### config.mk
export PLATFORM = sky130hd
export DESIGN_NAME = dpram_sync_tdp_flat
export DESIGN_NICKNAME = d
export VERILOG_FILES = /design/src/rtl/dpram_sync_tdp_if.sv /design/src/rtl/dpram_sync_tdp.sv /design/src/flat_wrapper.sv
export SDC_FILE = /design/constraint.sdc
export NUM_CORES = 1
export LEC_CHECK = 0
export ABC_CLOCK_PERIOD_IN_PS = 4310
export BUFFER_PORTS_ARGS = -buffer_cell sky130_fd_sc_hd__buf_2
export CAP_MARGIN = 20
export CELL_PAD_IN_SITES_DETAIL_PLACEMENT = 1
export CELL_PAD_IN_SITES_GLOBAL_PLACEMENT = 1
export CORE_MARGIN = 5
export CORE_UTILIZATION = 25
export CTS_CLUSTER_SIZE = 40
export DETAILED_ROUTE_END_ITERATION = 7
export GPL_TIMING_DRIVEN = 1
export HOLD_SLACK_MARGIN = 0.1
export PLACE_DENSITY = 0.56
export SLEW_MARGIN = 20
export SYNTH_ARGS = -nofsm -noshare
export SYNTH_HDL_FRONTEND = slang
export SYNTH_SLANG_ARGS = --single-unit
### constraint.sdc
create_clock -name clk -period 4.31 [get_ports clk]
set_input_delay 1.0775 -clock clk [delete_from_list [all_inputs] [get_ports clk]]
set_output_delay 1.0775 -clock clk [all_outputs]
set_load 0.005 [all_outputs]
### src/rtl/dpram_sync_tdp_if.sv
// One port of the dual-port RAM: access request, byte-lane write data and registered read return.
// Zero latency (plain wires); no backpressure, the RAM side reports acceptance through valid.
interface dpram_sync_tdp_if #(
    parameter int DATA_WIDTH = 32,
    parameter int ADDR_WIDTH = 4
);
    localparam int BYTES = DATA_WIDTH / 8;

    logic                  en;
    logic [BYTES-1:0]      we;
    logic [ADDR_WIDTH-1:0] addr;
    logic [DATA_WIDTH-1:0] din;
    logic [DATA_WIDTH-1:0] dout;
    logic                  valid;

    modport master (output en, we, addr, din, input dout, valid);
    modport slave  (input en, we, addr, din, output dout, valid);
endinterface

### src/rtl/dpram_sync_tdp.sv
// Single-clock true dual-port RAM with byte lanes, write-first bypass and a post-reset clear; read latency 1,
// or 2 when built with DPRAM_SYNC_TDP_OUTREG_EN. No backpressure: both ports are ignored while busy is high.
module dpram_sync_tdp #(
    parameter int                    DATA_WIDTH  = 32,
    parameter int                    ADDR_WIDTH  = 4,
    parameter logic [DATA_WIDTH-1:0] CLEAR_VALUE = '0
) (
    input  logic                   clk,
    input  logic                   rst,
    output logic                   busy,
    output logic                   collision,
    dpram_sync_tdp_if.slave        a,
    dpram_sync_tdp_if.slave        b
);
    localparam int BYTES = DATA_WIDTH / 8;
    localparam int DEPTH = 2 ** ADDR_WIDTH;

    typedef logic [DATA_WIDTH-1:0] word_t;
    typedef logic [ADDR_WIDTH-1:0] addr_t;
    typedef logic [BYTES-1:0]      lane_t;

    typedef enum logic {ST_CLEAR, ST_READY} state_t;

    state_t state, state_nxt;
    addr_t  clr_cnt, clr_cnt_nxt;
    logic   clr_wr;

    word_t  mem [DEPTH];

    logic   acc_a, acc_b, same_addr, coll_nxt;
    lane_t  a_wr, b_wr;
    word_t  a_rd, b_rd;

    word_t  a_dout_q, b_dout_q;
    logic   a_valid_q, b_valid_q, coll_q;

    always_ff @(posedge clk) begin
        if (rst) begin
            state   <= ST_CLEAR;
            clr_cnt <= '0;
        end else begin
            state   <= state_nxt;
            clr_cnt <= clr_cnt_nxt;
        end
    end

    always_comb begin
        state_nxt   = state;
        clr_cnt_nxt = clr_cnt;
        clr_wr      = 1'b0;
        busy        = 1'b1;
        case (state)
            ST_CLEAR: begin
                clr_wr      = 1'b1;
                clr_cnt_nxt = clr_cnt + addr_t'(1);
                if (clr_cnt == addr_t'(DEPTH - 1)) begin
                    state_nxt = ST_READY;
                end
            end
            ST_READY: begin
                busy = 1'b0;
            end
        endcase
    end

    assign acc_a     = a.en && !busy && !rst;
    assign acc_b     = b.en && !busy && !rst;
    assign a_wr      = {BYTES{acc_a}} & a.we;
    assign b_wr      = {BYTES{acc_b}} & b.we;
    assign same_addr = (a.addr == b.addr);
    assign coll_nxt  = acc_a && acc_b && same_addr && (|(a.we & b.we));

    // Port B lanes are written first so port A wins any lane both ports enable.
    always_ff @(posedge clk) begin
        if (clr_wr && !rst) begin
            mem[clr_cnt] <= CLEAR_VALUE;
        end
        for (int i = 0; i < BYTES; i++) begin
            if (b_wr[i]) begin
                mem[b.addr][8*i +: 8] <= b.din[8*i +: 8];
            end
            if (a_wr[i]) begin
                mem[a.addr][8*i +: 8] <= a.din[8*i +: 8];
            end
        end
    end

    // Read path returns the word as it will be stored after this edge, with the same A-over-B lane priority.
    always_comb begin
        a_rd = mem[a.addr];
        b_rd = mem[b.addr];
        for (int i = 0; i < BYTES; i++) begin
            if (same_addr && b_wr[i]) begin
                a_rd[8*i +: 8] = b.din[8*i +: 8];
            end
            if (a_wr[i]) begin
                a_rd[8*i +: 8] = a.din[8*i +: 8];
            end
            if (b_wr[i]) begin
                b_rd[8*i +: 8] = b.din[8*i +: 8];
            end
            if (same_addr && a_wr[i]) begin
                b_rd[8*i +: 8] = a.din[8*i +: 8];
            end
        end
    end

    always_ff @(posedge clk) begin
        if (rst) begin
            a_dout_q  <= '0;
            b_dout_q  <= '0;
            a_valid_q <= 1'b0;
            b_valid_q <= 1'b0;
            coll_q    <= 1'b0;
        end else begin
            a_valid_q <= acc_a;
            b_valid_q <= acc_b;
            coll_q    <= coll_nxt;
            if (acc_a) begin
                a_dout_q <= a_rd;
            end
            if (acc_b) begin
                b_dout_q <= b_rd;
            end
        end
    end

`ifdef DPRAM_SYNC_TDP_OUTREG_EN
    word_t a_dout_q2, b_dout_q2;
    logic  a_valid_q2, b_valid_q2, coll_q2;

    // Second stage only reloads on a valid first-stage result so dout keeps holding between accesses.
    always_ff @(posedge clk) begin
        if (rst) begin
            a_dout_q2  <= '0;
            b_dout_q2  <= '0;
            a_valid_q2 <= 1'b0;
            b_valid_q2 <= 1'b0;
            coll_q2    <= 1'b0;
        end else begin
            a_valid_q2 <= a_valid_q;
            b_valid_q2 <= b_valid_q;
            coll_q2    <= coll_q;
            if (a_valid_q) begin
                a_dout_q2 <= a_dout_q;
            end
            if (b_valid_q) begin
                b_dout_q2 <= b_dout_q;
            end
        end
    end

    assign a.dout    = a_dout_q2;
    assign a.valid   = a_valid_q2;
    assign b.dout    = b_dout_q2;
    assign b.valid   = b_valid_q2;
    assign collision = coll_q2;
`else
    assign a.dout    = a_dout_q;
    assign a.valid   = a_valid_q;
    assign b.dout    = b_dout_q;
    assign b.valid   = b_valid_q;
    assign collision = coll_q;
`endif

endmodule

### src/flat_wrapper.sv
// flat-port wrapper written by rule: the top's interface ports become plain ports
module dpram_sync_tdp_flat 
#(
    parameter int                    DATA_WIDTH  = 32,
    parameter int                    ADDR_WIDTH  = 4,
    parameter logic [DATA_WIDTH-1:0] CLEAR_VALUE = '0
)
  (clk, rst, busy, collision, a_en, a_we, a_addr, a_din, a_dout, a_valid, b_en, b_we, b_addr, b_din, b_dout, b_valid);
  dpram_sync_tdp_if #(.DATA_WIDTH(DATA_WIDTH), .ADDR_WIDTH(ADDR_WIDTH)) a_i ();
  dpram_sync_tdp_if #(.DATA_WIDTH(DATA_WIDTH), .ADDR_WIDTH(ADDR_WIDTH)) b_i ();
  input  logic clk;
  input  logic rst;
  output logic busy;
  output logic collision;
  input wire logic [$bits(a_i.en)-1:0] a_en;
  input wire logic [$bits(a_i.we)-1:0] a_we;
  input wire logic [$bits(a_i.addr)-1:0] a_addr;
  input wire logic [$bits(a_i.din)-1:0] a_din;
  output wire logic [$bits(a_i.dout)-1:0] a_dout;
  output wire logic [$bits(a_i.valid)-1:0] a_valid;
  input wire logic [$bits(b_i.en)-1:0] b_en;
  input wire logic [$bits(b_i.we)-1:0] b_we;
  input wire logic [$bits(b_i.addr)-1:0] b_addr;
  input wire logic [$bits(b_i.din)-1:0] b_din;
  output wire logic [$bits(b_i.dout)-1:0] b_dout;
  output wire logic [$bits(b_i.valid)-1:0] b_valid;
  assign a_i.en = a_en;
  assign a_i.we = a_we;
  assign a_i.addr = a_addr;
  assign a_i.din = a_din;
  assign a_dout = a_i.dout;
  assign a_valid = a_i.valid;
  assign b_i.en = b_en;
  assign b_i.we = b_we;
  assign b_i.addr = b_addr;
  assign b_i.din = b_din;
  assign b_dout = b_i.dout;
  assign b_valid = b_i.valid;
  dpram_sync_tdp #(.DATA_WIDTH(DATA_WIDTH), .ADDR_WIDTH(ADDR_WIDTH), .CLEAR_VALUE(CLEAR_VALUE)) u_core (.clk(clk), .rst(rst), .busy(busy), .collision(collision), .a(a_i), .b(b_i));
endmodule
==> qor.log, run 1 <==
[worst_setup_path] start of the worst register-to-register path u_core.state$_SDFF_PP0_
[timing] final setup TNS 0 ns
[pwr] power share of the combinational group 8.2%
[placement] Placer Congestion 0.797
[floorplan] Core Box Area 134000 sq um
[pwr] part of the power in the clock network 44.0%
[timing] time the worst path needs with I/O delays and setup 3.39 ns
[floorplan] Die Span Y 377 microns
[cts] setup fix buffers added after clock tree synthesis 0
[job] max-capacitance violation count 0
[synth] top cells by area in the synthesized netlist sky130_fd_sc_hd__edfxtp_1, sky130_fd_sc_hd__mux4_2, sky130_fd_sc_hd__o21ai_0, sky130_fd_sc_hd__nand2_1, sky130_fd_sc_hd__dfxtp_1
[timing] Max-Slew Margin vs Limit 16.4%
[pwr] share of total power in sequential cells 47.7%
[cts] source-to-sink clock delay at the later pin of the worst-skew pair 0.62 ns
[floorplan] die area 142000 sq um
[grt] antenna violations before repair 15
[worst_setup_path] Worst setup EP type flip-flop
[cts] register clock-pin slew on the reported worst setup and hold paths 0.06 ns
[hold_path] sink of the worst hold path u_core.b.dout[9]$_SDFFE_PP0N_
[drt] drt total wl 127000 microns
[grt] via count of the first global-routing pass 25300
[pwr] static leakage 12.9 nW
[drt] initial DRC count 2386
[cts] Inserted Clock Buffers 70
[cts] maximum level of the CTS H-tree 3
[cts] number of hold buffers added after CTS 0
[cts] worst-case clock buffer depth 3
[grt] maximum number of pins on one net before global-route repair 65
[timing] Hold Vio Cnt, Final 0
[finish] share of layout cells above drive strength 1 25.0%
[synth] post-synthesis async set-or-reset flop share 0%
[grt] total routing usage reported by global routing 17.4%
[synth] area share of the largest cell type after synthesis 45.7%
[synth] post-synthesis cell type with the largest combined area sky130_fd_sc_hd__edfxtp_1
[finish] final net count 2993
[synth] EDFF count, synth 512
[timing] actual slew at the worst max-slew pin 1.25 ns
[synth] count of yosys warnings during synthesis 0
[status] outcome complete, no violations
[grt] gr ovfl total 0
[floorplan] width of the chip 377 microns
[cts] post-cts gate resize count 0
[grt] first-pass GRT wire length 183000 microns
[synth] sequential-to-total area share from yosys stat 50.0%
[synth] distinct cell type count of the synthesized netlist 54
[worst_setup_path] CP Data Required Time 4.81 ns
[drt] final routed wire length divided by cell count 26.8 microns
[synth] dominant register cell in the synthesized netlist sky130_fd_sc_hd__edfxtp_1
[timing] largest clock skew in the final design 0.0197 ns
[synth] total standard cell area after synthesis 33700 sq um
[floorplan] initial core utilization 25.2%
[hold_path] Worst Hold Class flip-flop to flip-flop
[timing] crit share post-route 78.6%
[synth] Post-Syn Instances 2843
[drt] DRC violation count after routing 0
[floorplan] FP Rows 134
[drt] post-detailed-route via-to-cell ratio 5.35
[finish] Area growth, synth to finish 14.5%
[timing] setup repair after global routing missed its margin no
[drt] Initial DRT Pass Iterations 5
[worst_setup_path] largest fanout on the critical path 14
[timing] Setup Viol. Count Final 0
[cts] count of clock tree sinks 584
[floorplan] number of top-level pins 152
[hold_path] hold path cells 2
[placement] half-perimeter wire length of the detailed placement result 90700 microns
[cts] clock root buffer sky130_fd_sc_hd__clkbuf_16
[pwr] power per cell area 335 nW/um^2
[hold_path] min-delay src u_core.b.dout[9]$_SDFFE_PP0N_
[worst_setup_path] number of cells on the worst reg-to-reg path 6
[pwr] internal power summed over all cells 9.80 mW
[timing] peak clock frequency supported by timing 0.295 GHz
[worst_setup_path] Critical Path Start Type input port
[worst_setup_path] worst reg2reg setup slack 1.02 ns
[pwr] switching part of the total power 24.2%
[drt] number of nets with antenna violations after routing 0
[timing] count of final max-slew check failures 0
[pwr] Net Switching 3.12 mW
[placement] number of port buffers 151
[pwr] maximum vdd ir drop 0.000231 V
[worst_setup_path] Reg2Reg Capture Point u_core.mem[12][7]$_DFFE_PP_
[synth] Syn Nets 2928
[pwr] Pwr Total 12.9 mW
[worst_setup_path] Data arrival, critical path 3.89 ns
[worst_setup_path] critical path class input port to flip-flop
[drt] total number of vias 25300
[synth] register bit total from synthesis 584
[synth] Avg Synthesized Cell Area 11.8 sq um
[cts] clock tree from TritonCTS built
==> per-layer routing <==
metal  track usage, %  share of wire, %  wire length (microns)  vias to the layer above
li1                 -                 -                      -                    11100
met1             23.2                43                  54200                    13200
met2             28.7                47                  59800                      898
met3             4.12               7.9                  10000                      170
met4             4.12               2.1                   2720                        8
met5                0             0.038                     48                        -
==> registers in the layout (all words and copies together) (netlist names) <==
signal	cells
u_core.mem	512
u_core.a.dout	32
u_core.b.dout	32
u_core.clr_cnt	4
u_core.a.valid	1
u_core.b.valid	1
u_core.collision	1
u_core.state	1
==> cells in the mapped netlist, types with 3 or more instances <==
master,count
sky130_fd_sc_hd__or3_1,4
sky130_fd_sc_hd__buf_2,81
sky130_fd_sc_hd__a21oi_2,5
sky130_fd_sc_hd__o211a_1,32
sky130_fd_sc_hd__nor2b_1,5
sky130_fd_sc_hd__nand4_1,31
sky130_fd_sc_hd__mux4_2,313
sky130_fd_sc_hd__nor4_1,6
sky130_fd_sc_hd__nand2_1,568
sky130_fd_sc_hd__a21oi_4,3
sky130_fd_sc_hd__inv_1,8
sky130_fd_sc_hd__nand2b_1,30
sky130_fd_sc_hd__o21ai_0,491
sky130_fd_sc_hd__a221o_1,8
sky130_fd_sc_hd__buf_1,15
sky130_fd_sc_hd__nand3_1,50
sky130_fd_sc_hd__dfxtp_1,72
sky130_fd_sc_hd__edfxtp_1,512
sky130_fd_sc_hd__nor2_1,92
sky130_fd_sc_hd__or2_2,11
sky130_fd_sc_hd__o32ai_1,4
sky130_fd_sc_hd__buf_4,17
sky130_fd_sc_hd__clkbuf_1,177
sky130_fd_sc_hd__buf_6,15
sky130_fd_sc_hd__nor3b_1,57
sky130_fd_sc_hd__nand3b_1,25
sky130_fd_sc_hd__a2bb2oi_1,27
sky130_fd_sc_hd__a22o_1,7
sky130_fd_sc_hd__a31oi_1,36
sky130_fd_sc_hd__xor2_1,6
sky130_fd_sc_hd__and2_1,6
sky130_fd_sc_hd__o22ai_1,61
sky130_fd_sc_hd__xnor2_1,5
sky130_fd_sc_hd__o21ai_1,32
sky130_fd_sc_hd__inv_2,3
sky130_fd_sc_hd__a21o_1,5
==> layout by cell type, fill, tap and decap left out, types with 25 or more instances in the layout <==
master                      instances
sky130_fd_sc_hd__clkbuf_16         73
sky130_fd_sc_hd__mux4_2           313
sky130_fd_sc_hd__o211a_1           32
sky130_fd_sc_hd__nand3_1           50
sky130_fd_sc_hd__o22ai_1           60
sky130_fd_sc_hd__nand2_1          568
sky130_fd_sc_hd__o21ai_1           32
sky130_fd_sc_hd__nand2b_1          30
sky130_fd_sc_hd__buf_2            146
sky130_fd_sc_hd__buf_4            144
sky130_fd_sc_hd__nor2_1            90
sky130_fd_sc_hd__nand4_1           31
sky130_fd_sc_hd__edfxtp_1         512
sky130_fd_sc_hd__dfxtp_1           72
sky130_fd_sc_hd__a2bb2oi_1         27
sky130_fd_sc_hd__a31oi_1           36
sky130_fd_sc_hd__nor3b_1           57
sky130_fd_sc_hd__nand3b_1          25
sky130_fd_sc_hd__o21ai_0          491
==> worst max-delay path by stage <==
stage | startpoint | endpoint | cells past startpoint | slack [ns]
2_1_floorplan | b_addr[2] | u_core.mem[1][0]$_DFFE_PP_ | 8 | 0.91
5_1_grt | u_core.state$_SDFF_PP0_ | u_core.mem[10][7]$_DFFE_PP_ | 6 | 0.67
6_report | b_addr[3] | u_core.b.dout[7]$_SDFFE_PP0N_ | 7 | 0.92
3_3_place_gp | rst | u_core.mem[1][19]$_DFFE_PP_ | 7 | 0.42
3_5_place_dp | b_addr[3] | u_core.b.dout[7]$_SDFFE_PP0N_ | 7 | 0.38
4_1_cts | b_addr[3] | u_core.b.dout[7]$_SDFFE_PP0N_ | 7 | 1.04
==> critical path, stage by stage <==
cell and delay [ns]:
sky130_fd_sc_hd__buf_2 0.54, sky130_fd_sc_hd__xor2_1 0.16, sky130_fd_sc_hd__a2111oi_2 0.38, sky130_fd_sc_hd__and2_1 0.75
sky130_fd_sc_hd__nand3_1 0.50, sky130_fd_sc_hd__a2bb2oi_1 0.27, sky130_fd_sc_hd__o211a_1 0.16
==> power by group through the flow <==
stage / Clock, mW / Sequential [mW] / Combinational, mW
4_1_cts: 5.81 / 6.17 / 1.06
6_report: 5.69 / 6.17 / 1.07
3_3_place_gp: 0 / 6.28 / 1.06
3_5_place_dp: 0 / 6.29 / 1.06
2_1_floorplan: 0 / 6.27 / 0.705
5_1_grt: 6.03 / 6.17 / 1.11
==> logic make-up (layout without fill, tap and decap cells) <==
group / after synthesis / count (layout) / synth area share [%]
AND/OR/NAND/NOR: 896 / 896 / 12.0
AO/OA/AOI/OAI: 720 / 720 / 12.4
flip-flops: 584 / 584 / 50.0
buffers and inverters: 316 / 432 / 4.35
multiplexers: 315 / 315 / 21.0
XOR/XNOR: 11 / 11 / 0.286
adder cells (fa/ha/maj): 1 / 1 / 0.0372
other: 0 / 8 / 0
==> cell type report <==
| type | count | area, sq um |
|---|---|---|
| fillers | 14600 | 95100 |
| flip-flops and latches | 584 | 16800 |
| clock buffers | 97 | 1930 |
| clock inverters | 26 | 170 |
| diodes | 8 | 20.0 |
| repair buffers | 298 | 1940 |
| inverters | 11 | 42.5 |
| multi-input cells | 1943 | 15400 |
| well taps | 1768 | 2210 |
==> metrics by stage <==
step / instance area, sq um / instances / hold WS [ns] / utilization, % / setup slack, ns
after floorplan: 33700 / 2843 / 0.490 / - / 0.906
after CTS: 38500 / 4727 / 0.520 / 28.8 / 1.04
final: 38500 / 4735 / 0.517 / 28.8 / 0.920
after detailed placement: 36400 / 4604 / 0.512 / 27.3 / 0.383
after global placement: 36400 / 4604 / 0.507 / 27.3 / 0.419
after global routing: 38500 / 4727 / 0.539 / 28.8 / 0.669
No activity file was read; power rests on OpenSTA's default activity.
==> inputs of run 2 (changes only) <==
--- a/config.mk
+++ b/config.mk
@@ -5,7 +5,7 @@
 export SDC_FILE = /design/constraint.sdc
 export NUM_CORES = 1
 export LEC_CHECK = 0
-export ABC_CLOCK_PERIOD_IN_PS = 4310
+export ABC_CLOCK_PERIOD_IN_PS = 2740
 export BUFFER_PORTS_ARGS = -buffer_cell sky130_fd_sc_hd__buf_2
 export CAP_MARGIN = 20
 export CELL_PAD_IN_SITES_DETAIL_PLACEMENT = 1
@@ -16,7 +16,7 @@
 export DETAILED_ROUTE_END_ITERATION = 7
 export GPL_TIMING_DRIVEN = 1
 export HOLD_SLACK_MARGIN = 0.1
-export PLACE_DENSITY = 0.56
+export PLACE_DENSITY = 0.58
 export SLEW_MARGIN = 20
 export SYNTH_ARGS = -nofsm -noshare
 export SYNTH_HDL_FRONTEND = slang
==> constraint.sdc (replaced) <==
create_clock -name clk -period 2.74 [get_ports clk]
set_input_delay 0.685 -clock clk [delete_from_list [all_inputs] [get_ports clk]]
set_output_delay 0.685 -clock clk [all_outputs]
set_load 0.005 [all_outputs]
==> run 2 against run 1 <==
  * Cell area grew 7.7%
  * Utilization grew 2.2 points
  * Register-to-register slack lost 0.79 ns
  * Die area is the same
  * Via count grew 3.0%
  * Largest cell class unchanged
  * Power grew 63%
  * Critical endpoint is now u_core.mem[14][28]$_DFFE_PP_
  * Sequential share of layout area shrank 3.1 points
  * First-iteration DRC count grew 0.67%
  * Non-clock buffer count grew 201
  * Cell count grew 4.2%
  * Sequential power grew 57%
  * Clock-buffer cell count shrank 3
==> qor.log, run 2 (synthesis gave the netlist of run 1 again) <==
[pwr] share of total power in sequential cells 46.0%
[grt] total routing usage reported by global routing 17.8%
[worst_setup_path] number of cells on the worst reg-to-reg path 9
[finish] most common cell after layout, fill and taps aside sky130_fd_sc_hd__nand2_1
[finish] FILL cells 14600
[finish] max reg flops 512
[grt] gr ovfl total 0
[timing] Max-Slew Margin vs Limit 36.4%
[floorplan] die area 142000 sq um
[cts] worst-case clock buffer depth 3
[timing] actual slew at the worst max-slew pin 0.954 ns
[placement] Placer Congestion 0.850
[grt] maximum number of pins on one net before global-route repair 39
[pwr] Pwr Total 21.1 mW
[cts] post-cts gate resize count 0
[pwr] switching part of the total power 23.6%
[placement] half-perimeter wire length of the detailed placement result 96100 microns
[drt] Initial DRT Pass Iterations 5
[pwr] part of the power in the clock network 45.0%
[timing] crit share post-route 91.5%
[timing] largest clock skew in the final design 0.0136 ns
[pwr] static leakage 14.3 nW
[worst_setup_path] CP Data Required Time 3.06 ns
[cts] count of clock tree sinks 584
[finish] commonest cells after routing, fill and taps aside sky130_fd_sc_hd__nand2_1, sky130_fd_sc_hd__edfxtp_1, sky130_fd_sc_hd__o21ai_0, sky130_fd_sc_hd__mux4_2, sky130_fd_sc_hd__buf_4
[floorplan] width of the chip 377 microns
[pwr] Net Switching 4.99 mW
[finish] final net count 3195
[floorplan] number of top-level pins 152
[worst_setup_path] number of logic stages on the critical path including buffering 9
[cts] Inserted Clock Buffers 71
[grt] antenna violations before repair 13
[pwr] power share of the combinational group 9.1%
[cts] source-to-sink clock delay at the later pin of the worst-skew pair 0.63 ns
[worst_setup_path] critical path class flip-flop to flip-flop
[worst_setup_path] slowest cell on the critical path sky130_fd_sc_hd__dfxtp_1
[timing] Final Hold Slack 0.328 ns
[cts] maximum level of the CTS H-tree 3
[worst_setup_path] crit-path leading delay family buffers and inverters
[floorplan] Die Span Y 377 microns
[worst_setup_path] Data arrival, critical path 2.83 ns
[floorplan] initial core utilization 25.2%
[cts] setup fix buffers added after clock tree synthesis 0
[cts] clock tree from TritonCTS built
[timing] final setup TNS 0 ns
[pwr] internal power summed over all cells 16.1 mW
[timing] Hold Vio Cnt, Final 0
[job] max-capacitance violation count 0
[worst_setup_path] Reg2Reg Capture Point u_core.mem[14][28]$_DFFE_PP_
[worst_setup_path] Critical Path Start Type flip-flop
[timing] time the worst path needs with I/O delays and setup 2.51 ns
[drt] drt total wl 129000 microns
[finish] register bank with the most flops u_core.mem
[drt] final routed wire length divided by cell count 26.2 microns
[worst_setup_path] Crit path largest cell delay 0.36 ns
[worst_setup_path] largest fanout on the critical path 8
[cts] register clock-pin slew on the reported worst setup and hold paths 0.06 ns
[drt] initial DRC count 2402
[worst_setup_path] start of the worst register-to-register path u_core.state$_SDFF_PP0_
[floorplan] Core Box Area 134000 sq um
[hold_path] hold path cells 3
[pwr] power per cell area 508 nW/um^2
[placement] setup slack after placement -0.313 ns
[drt] post-detailed-route via-to-cell ratio 5.29
[cts] clock root buffer sky130_fd_sc_hd__clkbuf_16
[drt] number of nets with antenna violations after routing 0
[hold_path] min-delay src b_din[14]
[status] outcome complete, no violations
[timing] setup repair after global routing missed its margin no
[timing] Final Worst Setup Slack 0.233 ns
[timing] peak clock frequency supported by timing 0.399 GHz
[timing] count of final max-slew check failures 0
[floorplan] FP Rows 134
[drt] DRC violation count after routing 0
[worst_setup_path] count of buffering cells on the critical path with inverters included 4
[finish] Area growth, synth to finish 23.4%
[worst_setup_path] worst reg2reg setup slack 0.23 ns
[grt] first-pass GRT wire length 188000 microns
[worst_setup_path] Worst setup EP type flip-flop
[hold_path] sink of the worst hold path u_core.a.dout[14]$_SDFFE_PP0P_
[pwr] maximum vdd ir drop 0.000356 V
[worst_setup_path] most repeated library cell on the critical path sky130_fd_sc_hd__buf_4
[hold_path] Worst Hold Class input port to flip-flop
[timing] Setup Viol. Count Final 0
[cts] number of hold buffers added after CTS 0
[worst_setup_path] worst-path cell chain nand3b_2 -> nor2_4 -> buf_4 -> buf_4 -> a31o_2 -> nand2b_1 -> buf_12 -> o22ai_1 -> buf_4
[grt] via count of the first global-routing pass 26500
[finish] share of layout cells above drive strength 1 31.4%
[placement] number of port buffers 151
[drt] total number of vias 26100
run 2: final cells by class:
type | instances | area [sq um] | share of cell area [%]
Clock buffer | 94 | 1940 | 4.66
Inverter | 11 | 42.5 | 0.102
Clock inverter | 32 | 342 | 0.823
Sequential cell | 584 | 16800 | 40.5
Tap cell | 1768 | 2210 | 5.33
Multi-Input combinational cell | 1943 | 15700 | 37.8
Antenna cell | 3 | 7.51 | 0.0181
Timing Repair Buffer | 499 | 4490 | 10.8
run 2: worst max-delay path by stage:
stage                            start                            to  slack (ns)
3_5_place_dp                       rst  u_core.mem[14][31]$_DFFE_PP_       -0.31
6_report       u_core.state$_SDFF_PP0_  u_core.mem[14][28]$_DFFE_PP_        0.23
3_3_place_gp                       rst  u_core.mem[14][24]$_DFFE_PP_       -0.32
5_1_grt        u_core.state$_SDFF_PP0_    u_core.mem[0][7]$_DFFE_PP_        0.17
4_1_cts        u_core.state$_SDFF_PP0_  u_core.mem[14][30]$_DFFE_PP_        0.23
2_1_floorplan                b_addr[2]    u_core.mem[0][0]$_DFFE_PP_       -0.18
run 2: worst reg2reg max path: cells and delay by family (launching register included):
family                 cells  cell delay, ns
buffers and inverters      4            0.78
AOI/OAI and AO/OA          2            0.54
DFF                        1            0.36
and+or+nand+nor            3            0.54
run 2: power groups by stage:
stage,Clock [mW],Sequential (mW),Combinational [mW]
after floorplan,0,9.86,1.13
after global placement,0,9.88,1.89
after detailed placement,0,9.89,1.90
after CTS,9.69,9.70,1.91
after global routing,10.1,9.70,1.99
final,9.50,9.70,1.91
run 2: routing by layer:
metal  wire [microns]  vias to the layer above  GRT usage, %
met1            55700                    13600          24.1
met4             2510                       10          4.14
met2            60600                      906          29.0
met3            10400                      145          4.26
met5               69                        -             0
li1                 -                    11500             -
run 2: metrics by stage:
stage / instance area, sq um / util, % / cells
after floorplan: 33900 / - / 2843
after global routing: 41500 / 31.1 / 4931
after global placement: 39200 / 29.4 / 4805
final: 41500 / 31.1 / 4934
after detailed placement: 39200 / 29.4 / 4805
after CTS: 41500 / 31.1 / 4931
